**config.mk**
```make
export PLATFORM = sky130hd
export DESIGN_NAME = dmem_arbiter_flat
export DESIGN_NICKNAME = d
export VERILOG_FILES = /design/src/rtl/dmem_arbiter_pkg.sv /design/src/rtl/dmem_arbiter_if.sv /design/src/rtl/dmem_tag_table.sv /design/src/rtl/dmem_arbiter.sv /design/src/flat_wrapper.sv
export SDC_FILE = /design/constraint.sdc
export NUM_CORES = 1
export LEC_CHECK = 0
export BUFFER_PORTS_ARGS = -buffer_cell sky130_fd_sc_hd__buf_2
export CAP_MARGIN = 20
export CELL_PAD_IN_SITES_DETAIL_PLACEMENT = 0
export CELL_PAD_IN_SITES_GLOBAL_PLACEMENT = 1
export CORE_AREA = 2 2 214 216
export CTS_CLUSTER_SIZE = 28
export DETAILED_ROUTE_END_ITERATION = 8
export DIE_AREA = 0 0 216 218
export PLACE_DENSITY = 0.43
export RECOVER_POWER = 50
export SYNTH_ARGS = -nofsm -noshare
export SYNTH_HDL_FRONTEND = slang
export SYNTH_HIERARCHICAL = 1
export SYNTH_SLANG_ARGS = --single-unit
```
**constraint.sdc**
```tcl
create_clock -name clk -period 3.8 [get_ports clk]
set_input_delay 0.76 -clock clk [delete_from_list [all_inputs] [get_ports clk]]
set_output_delay 0.76 -clock clk [all_outputs]
set_load 0.005 [all_outputs]
```
**src/rtl/dmem_arbiter_pkg.sv**
```systemverilog
// Shared types for the data-memory bus arbiter:
// bus command encoding, transaction owner and tag-table entry.
package dmem_arbiter_pkg;

    typedef enum logic [1:0] {
        BUS_NONE  = 2'd0,
        BUS_LOAD  = 2'd1,
        BUS_STORE = 2'd2
    } bus_cmd_e;

    typedef enum logic {
        OWN_DC = 1'b0,
        OWN_IC = 1'b1
    } owner_e;

    typedef struct packed {
        logic   valid;
        owner_e owner;
        logic   stale;
    } tag_entry_t;

    localparam tag_entry_t ENTRY_EMPTY = '{
        valid: 1'b0,
        owner: OWN_DC,
        stale: 1'b0
    };

endpackage

```
**src/rtl/dmem_arbiter_if.sv**
```systemverilog
// Bundle of requester, memory-bus and response signals.
// master: arbiter side; slave: caches/memory side.
interface dmem_arbiter_if #(
    parameter int TAG_W = 4
);
    logic             dc_req_i;
    logic [1:0]       dc_cmd_i;
    logic [63:0]      dc_addr_i;
    logic [63:0]      dc_data_i;
    logic             dc_gnt_o;
    logic [TAG_W-1:0] dc_tag_o;
    logic             dc_rsp_vld_o;
    logic [TAG_W-1:0] dc_rsp_tag_o;
    logic [63:0]      dc_rsp_data_o;

    logic             ic_req_i;
    logic [63:0]      ic_addr_i;
    logic             ic_flush_i;
    logic             ic_gnt_o;
    logic [TAG_W-1:0] ic_tag_o;
    logic             ic_rsp_vld_o;
    logic [TAG_W-1:0] ic_rsp_tag_o;
    logic [63:0]      ic_rsp_data_o;

    logic [1:0]       proc2mem_command_o;
    logic [63:0]      proc2mem_addr_o;
    logic [63:0]      proc2mem_data_o;
    logic [TAG_W-1:0] mem2proc_response_i;
    logic [63:0]      mem2proc_data_i;
    logic [TAG_W-1:0] mem2proc_tag_i;

    modport master (
        input  dc_req_i, dc_cmd_i, dc_addr_i, dc_data_i,
        output dc_gnt_o, dc_tag_o,
        output dc_rsp_vld_o, dc_rsp_tag_o, dc_rsp_data_o,
        input  ic_req_i, ic_addr_i, ic_flush_i,
        output ic_gnt_o, ic_tag_o,
        output ic_rsp_vld_o, ic_rsp_tag_o, ic_rsp_data_o,
        output proc2mem_command_o, proc2mem_addr_o,
        output proc2mem_data_o,
        input  mem2proc_response_i, mem2proc_data_i,
        input  mem2proc_tag_i
    );

    modport slave (
        output dc_req_i, dc_cmd_i, dc_addr_i, dc_data_i,
        input  dc_gnt_o, dc_tag_o,
        input  dc_rsp_vld_o, dc_rsp_tag_o, dc_rsp_data_o,
        output ic_req_i, ic_addr_i, ic_flush_i,
        input  ic_gnt_o, ic_tag_o,
        input  ic_rsp_vld_o, ic_rsp_tag_o, ic_rsp_data_o,
        input  proc2mem_command_o, proc2mem_addr_o,
        input  proc2mem_data_o,
        output mem2proc_response_i, mem2proc_data_i,
        output mem2proc_tag_i
    );

endinterface

```
**src/rtl/dmem_tag_table.sv**
```systemverilog
// Owner table indexed by memory tag.
// Ports: clk/rst; alloc_* write; lookup_* read + clear; flush marks IC stale.
module dmem_tag_table
    import dmem_arbiter_pkg::*;
#(
    parameter int TAG_W = 4
) (
    input  logic             clk,
    input  logic             rst,
    input  logic             alloc_en,
    input  logic [TAG_W-1:0] alloc_tag,
    input  owner_e           alloc_owner,
    input  logic             alloc_stale,
    input  logic [TAG_W-1:0] lookup_tag,
    output tag_entry_t       lookup_entry,
    input  logic             clear_en,
    input  logic             flush
);
    localparam int DEPTH = 1 << TAG_W;

    tag_entry_t entries_q [DEPTH];

    assign lookup_entry = entries_q[lookup_tag];

    // Later assignments win: flush, then clear, then allocate,
    // so a tag returned and re-issued together keeps the new owner.
    always_ff @(posedge clk) begin
        if (rst) begin
            for (int i = 0; i < DEPTH; i++) begin
                entries_q[i] <= ENTRY_EMPTY;
            end
        end else begin
            if (flush) begin
                for (int i = 0; i < DEPTH; i++) begin
                    if (entries_q[i].valid &&
                        entries_q[i].owner == OWN_IC) begin
                        entries_q[i].stale <= 1'b1;
                    end
                end
            end
            if (clear_en) begin
                entries_q[lookup_tag] <= ENTRY_EMPTY;
            end
            if (alloc_en) begin
                entries_q[alloc_tag] <= '{
                    valid: 1'b1,
                    owner: alloc_owner,
                    stale: alloc_stale
                };
            end
        end
    end

endmodule

```
**src/rtl/dmem_arbiter.sv**
```systemverilog
// Arbitrates Icache miss path and Dcache MSHR onto one memory bus.
// Ports: clk, rst (sync, active-high), bus (dmem_arbiter_if.master).
module dmem_arbiter
    import dmem_arbiter_pkg::*;
#(
    parameter int STARVE_LIM = 4,
    parameter int TAG_W      = 4
) (
    input  logic          clk,
    input  logic          rst,
    dmem_arbiter_if.master bus
);
    localparam int CNT_W = $clog2(STARVE_LIM + 1);
    localparam logic [CNT_W-1:0] LIM = CNT_W'(STARVE_LIM);

    logic [CNT_W-1:0] starve_cnt;
    logic             sel_dc;
    logic             sel_ic;
    logic             accepted;
    logic             dc_gnt;
    logic             ic_gnt;
    logic             alloc_en;
    owner_e           alloc_owner;
    logic             hit;
    logic             live;
    tag_entry_t       entry;

    // Dcache wins ties until the Icache has waited STARVE_LIM cycles.
    always_comb begin
        sel_ic = bus.ic_req_i &&
                 (!bus.dc_req_i || starve_cnt >= LIM);
        sel_dc = bus.dc_req_i && !sel_ic;
    end

    assign accepted = bus.mem2proc_response_i != '0;
    assign dc_gnt   = sel_dc && accepted;
    assign ic_gnt   = sel_ic && accepted;

    always_comb begin
        bus.proc2mem_command_o = BUS_NONE;
        bus.proc2mem_addr_o    = '0;
        bus.proc2mem_data_o    = '0;
        if (sel_dc) begin
            bus.proc2mem_command_o = bus.dc_cmd_i;
            bus.proc2mem_addr_o    = bus.dc_addr_i;
            bus.proc2mem_data_o    = bus.dc_data_i;
        end else if (sel_ic) begin
            bus.proc2mem_command_o = BUS_LOAD;
            bus.proc2mem_addr_o    = bus.ic_addr_i;
        end
    end

    assign bus.dc_gnt_o = dc_gnt;
    assign bus.ic_gnt_o = ic_gnt;
    assign bus.dc_tag_o = dc_gnt ? bus.mem2proc_response_i : '0;
    assign bus.ic_tag_o = ic_gnt ? bus.mem2proc_response_i : '0;

    // Stores need no response, so only loads claim a tag.
    assign alloc_en = ic_gnt ||
                      (dc_gnt && bus.dc_cmd_i == BUS_LOAD);
    assign alloc_owner = ic_gnt ? OWN_IC : OWN_DC;

    dmem_tag_table #(
        .TAG_W (TAG_W)
    ) u_tag_table (
        .clk          (clk),
        .rst          (rst),
        .alloc_en     (alloc_en),
        .alloc_tag    (bus.mem2proc_response_i),
        .alloc_owner  (alloc_owner),
        .alloc_stale  (ic_gnt && bus.ic_flush_i),
        .lookup_tag   (bus.mem2proc_tag_i),
        .lookup_entry (entry),
        .clear_en     (hit),
        .flush        (bus.ic_flush_i)
    );

    // A flush in the same cycle kills an IC response in flight.
    always_comb begin
        hit  = bus.mem2proc_tag_i != '0 && entry.valid;
        live = hit && !entry.stale &&
               !(entry.owner == OWN_IC && bus.ic_flush_i);
    end

    always_comb begin
        bus.dc_rsp_vld_o  = live && entry.owner == OWN_DC;
        bus.ic_rsp_vld_o  = live && entry.owner == OWN_IC;
        bus.dc_rsp_tag_o  = '0;
        bus.dc_rsp_data_o = '0;
        bus.ic_rsp_tag_o  = '0;
        bus.ic_rsp_data_o = '0;
        if (bus.dc_rsp_vld_o) begin
            bus.dc_rsp_tag_o  = bus.mem2proc_tag_i;
            bus.dc_rsp_data_o = bus.mem2proc_data_i;
        end
        if (bus.ic_rsp_vld_o) begin
            bus.ic_rsp_tag_o  = bus.mem2proc_tag_i;
            bus.ic_rsp_data_o = bus.mem2proc_data_i;
        end
    end

    always_ff @(posedge clk) begin
        if (rst) begin
            starve_cnt <= '0;
        end else if (!bus.ic_req_i || ic_gnt) begin
            starve_cnt <= '0;
        end else if (starve_cnt < LIM) begin
            starve_cnt <= starve_cnt + 1'b1;
        end
    end

endmodule
```
**src/flat_wrapper.sv**
```systemverilog
// flat-port wrapper written by rule: the top's interface ports become plain ports
module dmem_arbiter_flat import dmem_arbiter_pkg::*;
#(
    parameter int STARVE_LIM = 4,
    parameter int TAG_W      = 4
)
  (clk, rst, bus_dc_req_i, bus_dc_cmd_i, bus_dc_addr_i, bus_dc_data_i, bus_dc_gnt_o, bus_dc_tag_o, bus_dc_rsp_vld_o, bus_dc_rsp_tag_o, bus_dc_rsp_data_o, bus_ic_req_i, bus_ic_addr_i, bus_ic_flush_i, bus_ic_gnt_o, bus_ic_tag_o, bus_ic_rsp_vld_o, bus_ic_rsp_tag_o, bus_ic_rsp_data_o, bus_proc2mem_command_o, bus_proc2mem_addr_o, bus_proc2mem_data_o, bus_mem2proc_response_i, bus_mem2proc_data_i, bus_mem2proc_tag_i);
  dmem_arbiter_if #(.TAG_W(TAG_W)) bus_i ();
  input  logic clk;
  input  logic rst;
  input wire logic [$bits(bus_i.dc_req_i)-1:0] bus_dc_req_i;
  input wire logic [$bits(bus_i.dc_cmd_i)-1:0] bus_dc_cmd_i;
  input wire logic [$bits(bus_i.dc_addr_i)-1:0] bus_dc_addr_i;
  input wire logic [$bits(bus_i.dc_data_i)-1:0] bus_dc_data_i;
  output wire logic [$bits(bus_i.dc_gnt_o)-1:0] bus_dc_gnt_o;
  output wire logic [$bits(bus_i.dc_tag_o)-1:0] bus_dc_tag_o;
  output wire logic [$bits(bus_i.dc_rsp_vld_o)-1:0] bus_dc_rsp_vld_o;
  output wire logic [$bits(bus_i.dc_rsp_tag_o)-1:0] bus_dc_rsp_tag_o;
  output wire logic [$bits(bus_i.dc_rsp_data_o)-1:0] bus_dc_rsp_data_o;
  input wire logic [$bits(bus_i.ic_req_i)-1:0] bus_ic_req_i;
  input wire logic [$bits(bus_i.ic_addr_i)-1:0] bus_ic_addr_i;
  input wire logic [$bits(bus_i.ic_flush_i)-1:0] bus_ic_flush_i;
  output wire logic [$bits(bus_i.ic_gnt_o)-1:0] bus_ic_gnt_o;
  output wire logic [$bits(bus_i.ic_tag_o)-1:0] bus_ic_tag_o;
  output wire logic [$bits(bus_i.ic_rsp_vld_o)-1:0] bus_ic_rsp_vld_o;
  output wire logic [$bits(bus_i.ic_rsp_tag_o)-1:0] bus_ic_rsp_tag_o;
  output wire logic [$bits(bus_i.ic_rsp_data_o)-1:0] bus_ic_rsp_data_o;
  output wire logic [$bits(bus_i.proc2mem_command_o)-1:0] bus_proc2mem_command_o;
  output wire logic [$bits(bus_i.proc2mem_addr_o)-1:0] bus_proc2mem_addr_o;
  output wire logic [$bits(bus_i.proc2mem_data_o)-1:0] bus_proc2mem_data_o;
  input wire logic [$bits(bus_i.mem2proc_response_i)-1:0] bus_mem2proc_response_i;
  input wire logic [$bits(bus_i.mem2proc_data_i)-1:0] bus_mem2proc_data_i;
  input wire logic [$bits(bus_i.mem2proc_tag_i)-1:0] bus_mem2proc_tag_i;
  assign bus_i.dc_req_i = bus_dc_req_i;
  assign bus_i.dc_cmd_i = bus_dc_cmd_i;
  assign bus_i.dc_addr_i = bus_dc_addr_i;
  assign bus_i.dc_data_i = bus_dc_data_i;
  assign bus_dc_gnt_o = bus_i.dc_gnt_o;
  assign bus_dc_tag_o = bus_i.dc_tag_o;
  assign bus_dc_rsp_vld_o = bus_i.dc_rsp_vld_o;
  assign bus_dc_rsp_tag_o = bus_i.dc_rsp_tag_o;
  assign bus_dc_rsp_data_o = bus_i.dc_rsp_data_o;
  assign bus_i.ic_req_i = bus_ic_req_i;
  assign bus_i.ic_addr_i = bus_ic_addr_i;
  assign bus_i.ic_flush_i = bus_ic_flush_i;
  assign bus_ic_gnt_o = bus_i.ic_gnt_o;
  assign bus_ic_tag_o = bus_i.ic_tag_o;
  assign bus_ic_rsp_vld_o = bus_i.ic_rsp_vld_o;
  assign bus_ic_rsp_tag_o = bus_i.ic_rsp_tag_o;
  assign bus_ic_rsp_data_o = bus_i.ic_rsp_data_o;
  assign bus_proc2mem_command_o = bus_i.proc2mem_command_o;
  assign bus_proc2mem_addr_o = bus_i.proc2mem_addr_o;
  assign bus_proc2mem_data_o = bus_i.proc2mem_data_o;
  assign bus_i.mem2proc_response_i = bus_mem2proc_response_i;
  assign bus_i.mem2proc_data_i = bus_mem2proc_data_i;
  assign bus_i.mem2proc_tag_i = bus_mem2proc_tag_i;
  dmem_arbiter #(.STARVE_LIM(STARVE_LIM), .TAG_W(TAG_W)) u_core (.clk(clk), .rst(rst), .bus(bus_i));
endmodule
```
# Word-level counts from Yosys, hierarchy flattened
# Memories as Yosys holds them, arrays and structs flattened.
# Index checks and enable logic that the tools add are counted.
[word_totals] reg_bits=3 latchBits=0 ramBits=48 rom_bits=0 wordCells=162 n_memories=1
[classes] addsub=1 n_mul=0 n_div=0 order_cmp=2 n_eq_ne=1 shift=0 muxes=100 bitwise_logic=17 reduce_logical=39
[mem_list] name="u_core.u_tag_table.entries_q" words=16 width=3 read_ports=17 rd_clocked_by_memory_dff=0 write_ports=18 line_no="dmem_tag_table.sv:21" rtl="tag_entry_t entries_q [DEPTH];"
[ops] operator="$mux 64" n=5
[ops] operator="$mux 1" n=90
[ops] operator="$logic_and 1x1->1" n=28
[ops] operator="$mux 4" n=4
[ops] operator="$or 1x1->1" n=16
[ops] operator="$reduce_bool 4->1" n=2
[ops] operator="$logic_not 1->1" n=5
[ops] operator="$add 3x1->3 const B" n=1
[ops] operator="$ge 3x3->1 const B" n=1
[ops] operator="$logic_or 1x1->1" n=3
[ops] operator="$lt 3x3->1 const B" n=1
[ops] operator="$eq 2x1->1 const B" n=1
[ops] operator="$mux 2" n=1
[ops] operator="$reduce_or 2->1" n=1
[ops] operator="$not 1->1" n=1

# Depth between registers and ports, before layout
[logic_depth] depth_word=11 mapped_depth=10

# By module
# Netlist, hierarchy kept.
[by_module_without_submodules] module="dmem_tag_table" instances=1 cells_per_inst=251 area_each_um2=2685.1 seq_area_each_um2=1191.1
[by_module_without_submodules] module="dmem_arbiter" instances=1 cells_per_inst=337 area_each_um2=2348.5 seq_area_each_um2=60.1

# Worst setup path before layout
# OpenSTA, ideal clock, no wires.
[synth_path] path_kind="input to output" startpoint="in bus_mem2proc_tag_i[0]" endpoint="out bus_ic_rsp_data_o[0]" t_arrival_ns=2.617 required_time_ns=3.040 path_slack_ns=0.423 path_stages=10 path_cell_list="buf_6 buf_12 mux4_2 a22oi_1 nand3_1 and4bb_1 nor2b_2 buf_4 clkbuf_2 and2_1"
[synth_lines] item="start, declared" line_no="flat_wrapper.sv:33" rtl="input wire logic [$bits(bus_i.mem2proc_tag_i)-1:0] bus_mem2proc_tag_i;"
[synth_lines] item="end, declared" line_no="flat_wrapper.sv:27" rtl="output wire logic [$bits(bus_i.ic_rsp_data_o)-1:0] bus_ic_rsp_data_o;"

==> results.toml <==
[run_status]
status = "finished, final reports clean"

[placement]
gp_congestion = 0.922
dp.cells = 1719
placed_area_mm2 = 0.00859
post-dp-hpwl_mm = 34.9
port_buffers = 548

[critical_path]
r2r-end = "u_core/u_tag_table/entries_q[13][0]"
path_max_fanout = 14
r2r_slack_ps = 1040
critPathMaxStageDelay_ps = 620
r2r-start = "u_core/starve_cnt[2]"
path_class = "in2out"
worst_path_max_delay_cell = "mux4_1"
reg2reg_depth = 7
cp-start-kind = "input pin"
cpMostUsedCell = "buf_2"
cp.required_ps = 3040
cp.arrival_ps = 3000
critical_path.endpoint_type = "output port"
worstPathCellList = "buf_2 -> mux4_1 -> a22oi_1 -> nand3_1 -> clkbuf_1 -> nor4b_4 -> buf_6 -> buf_12 -> clkbuf_16 -> and2_1 -> buf_2"

[cells_and_area]
fin_util_pct = 19.7
postLayoutCellArea_mm2 = 0.00886
final_cells = 1744
final_cell_mix = "buf_2, and2_1, clkbuf_1"
syn2layout_area_growth_pct = 75.9
layout-drive-gt1-share_pct = 48.9
final_common_cell = "buf_2"
finish.net_count = 1413

[timing]
relSlewSlack_pct = 39.1
skew_ps = 10.6
worst_pin_slew_ps = 912
rsz0062_at_grt = "false"
setup_viol = 0
fmaxAchievable_mhz = 266
period_share_pct = 98.8
fin_crit_ps = 3760
finalMaxSlewViolations = 0
finalSetupTns_ps = 0
hold_viol = 0

[grt]
grt_pass1_wl_mm = 53.4
antenna_found_initial = 11
grt_usage_pct = 16.2
grt_max_degree = 69
grt_overflow = 0
first_global_vias = 6640

[synthesis]
syn_inst = 588
synthesis.area_mm2 = 0.00503
synthDominantCellAreaShare_pct = 26.7
synth.largest_area_cell = "and2_1"
ys_ff_latch = 51
ys_top_cells_by_area = "and2_1, edfxtp_1, a22o_1"
ys_seq_area_share_pct = 24.9
ys.flop_type = "dfxtp_1"
synth_nets = 860
async_flop_share_pct = 0
synth.distinct_cells = 55
synth_enable_flop_cells = 23
synth.avg_cell_area_um2 = 8.56
yosysWarnings = 6

[min_path]
whs_path_depth = 1
min_to = "u_core/u_tag_table/entries_q[9][2]"
hold_class = "reg2reg"
min_from = "u_core/u_tag_table/entries_q[9][2]"

[run]
drv_cap = 0

[power]
pwr_density_cell_mw_per_mm2 = 194
ir_drop_uv = 117
p_leak_nw = 4.60

[detailed_routing]
wl_mm = 40.6
first_pass_iters = 5
vias_per_cell = 3.91
wire_per_inst_um = 23.3
drcViolationCount = 0
ant_nets = 0
num_vias = 6824
first_iter_violations = 334

[die]
die_h_um = 218
die_area_mm2 = 0.0471
fp.dieW_um = 216
num_io_pins = 549
coreArea_mm2 = 0.0449
start_util_pct = 11.2
rows = 78

[cts]
insertion_delay_ps = 300
numCtsBuffers = 5
cts_tree = "built"
clk_path_buf_depth = 2
cts.sinks = 51
cts-root-buf = "clkbuf_16"
htreeDepth = 2
clkTransAtPathRegs_ps = 60
synthesized netlist by cell type, types with 2 or more instances:
cell      number
buf_6          8
nand3_1       15
a22oi_1        3
and4b_1        2
mux4_2         5
buf_2         19
clkbuf_1      16
buf_4          5
nor2_1         4
nor3b_1        2
and3_1        16
a31oi_1       17
mux4_1         7
dfxtp_1       28
a21o_1         7
nor2b_1        8
edfxtp_1      23
nand2_1       31
and2_1       215
a32o_1         9
clkbuf_2      12
a22o_1        77
nor2b_2        2
inv_1          5
a31o_1         2
a21oi_1       18
a221oi_1       2
nor3_1         3
per-stage QoR:
stage                     total power [mW]  setup slack [ps]  hold WS (ps)
final                                 1.72              44.4           486
after CTS                             1.76              11.8           492
after detailed placement              1.25              -488           476
after floorplan                      0.835               423           440
after global routing                  1.81              6.58           516
after global placement                1.26              -221           475
flip-flops by register name, summed over array words and instances (netlist names):
name,cells
u_core/starve_cnt,3
u_core/u_tag_table/entries_q,48
kinds of logic after synthesis:
family | Yosys count | synth area share, %
adder cells (fa/ha/maj) | 1 | 0.249
XOR/XNOR | 1 | 0.174
buffers and inverters | 68 | 7.73
AO/OA/AOI/OAI | 141 | 22.4
flip-flops | 51 | 24.9
AND/OR/NAND/NOR | 312 | 38.2
multiplexers | 14 | 6.31
worst max-delay path by stage:
| stage | startpoint | to | slack (ps) | cells past startpoint |
|---|---|---|---|---|
| 4_1_cts | bus_mem2proc_tag_i[0] | bus_dc_rsp_data_o[59] | 10 | 12 |
| 3_3_place_gp | bus_mem2proc_tag_i[0] | bus_ic_rsp_data_o[29] | -220 | 8 |
| 3_5_place_dp | bus_mem2proc_tag_i[0] | bus_ic_rsp_data_o[42] | -490 | 8 |
| 5_1_grt | bus_mem2proc_tag_i[0] | bus_dc_rsp_data_o[58] | 7 | 12 |
| 2_1_floorplan | bus_mem2proc_tag_i[0] | bus_ic_rsp_data_o[0] | 420 | 10 |
| 6_report | bus_mem2proc_tag_i[1] | bus_dc_rsp_data_o[61] | 40 | 11 |
where the power goes:
part           switching [mW]  internal [mW]  total (mW)
clock network           0.221          0.264       0.485
logic                   0.352          0.282       0.635
registers             0.00904          0.588       0.597
total                   0.582           1.13        1.72
layer usage:
| metal | global-route usage [%] | routed length (um) | up-vias |
|---|---|---|---|
| met5 | 0 | 0 | - |
| met1 | 16.3 | 14200 | 3199 |
| met2 | 30.0 | 20500 | 356 |
| li1 | - | - | 3222 |
| met4 | 5.50 | 1510 | 0 |
| met3 | 6.78 | 4360 | 47 |
final cells by class:
type	count	area, um^2
Sequential cell	51	1250
Multi-Input combinational cell	472	3450
Fill cell	5097	36000
Clock buffer	6	139
Timing Repair Buffer	605	3220
Clock inverter	2	16.3
Tap cell	600	751
Antenna cell	2	5.00
Inverter	6	22.5
critical path: cells and delay by family:
kind                   cells  cell delay, ps
AOI/OAI and AO/OA          1             230
muxes                      1             620
and+or+nand+nor            3             420
buffers and inverters      6             970
repair_timing:
item | CTS | global route
gates cloned | 4 | 2
buffers inserted | 8 | 1
endpoints found under the setup margin | 126 | 102
pin swaps | 1 | 2
resized for setup | 9 | 9
hold buffers | 0 | 0
Note: power is estimated with default switching activity, not from simulation.
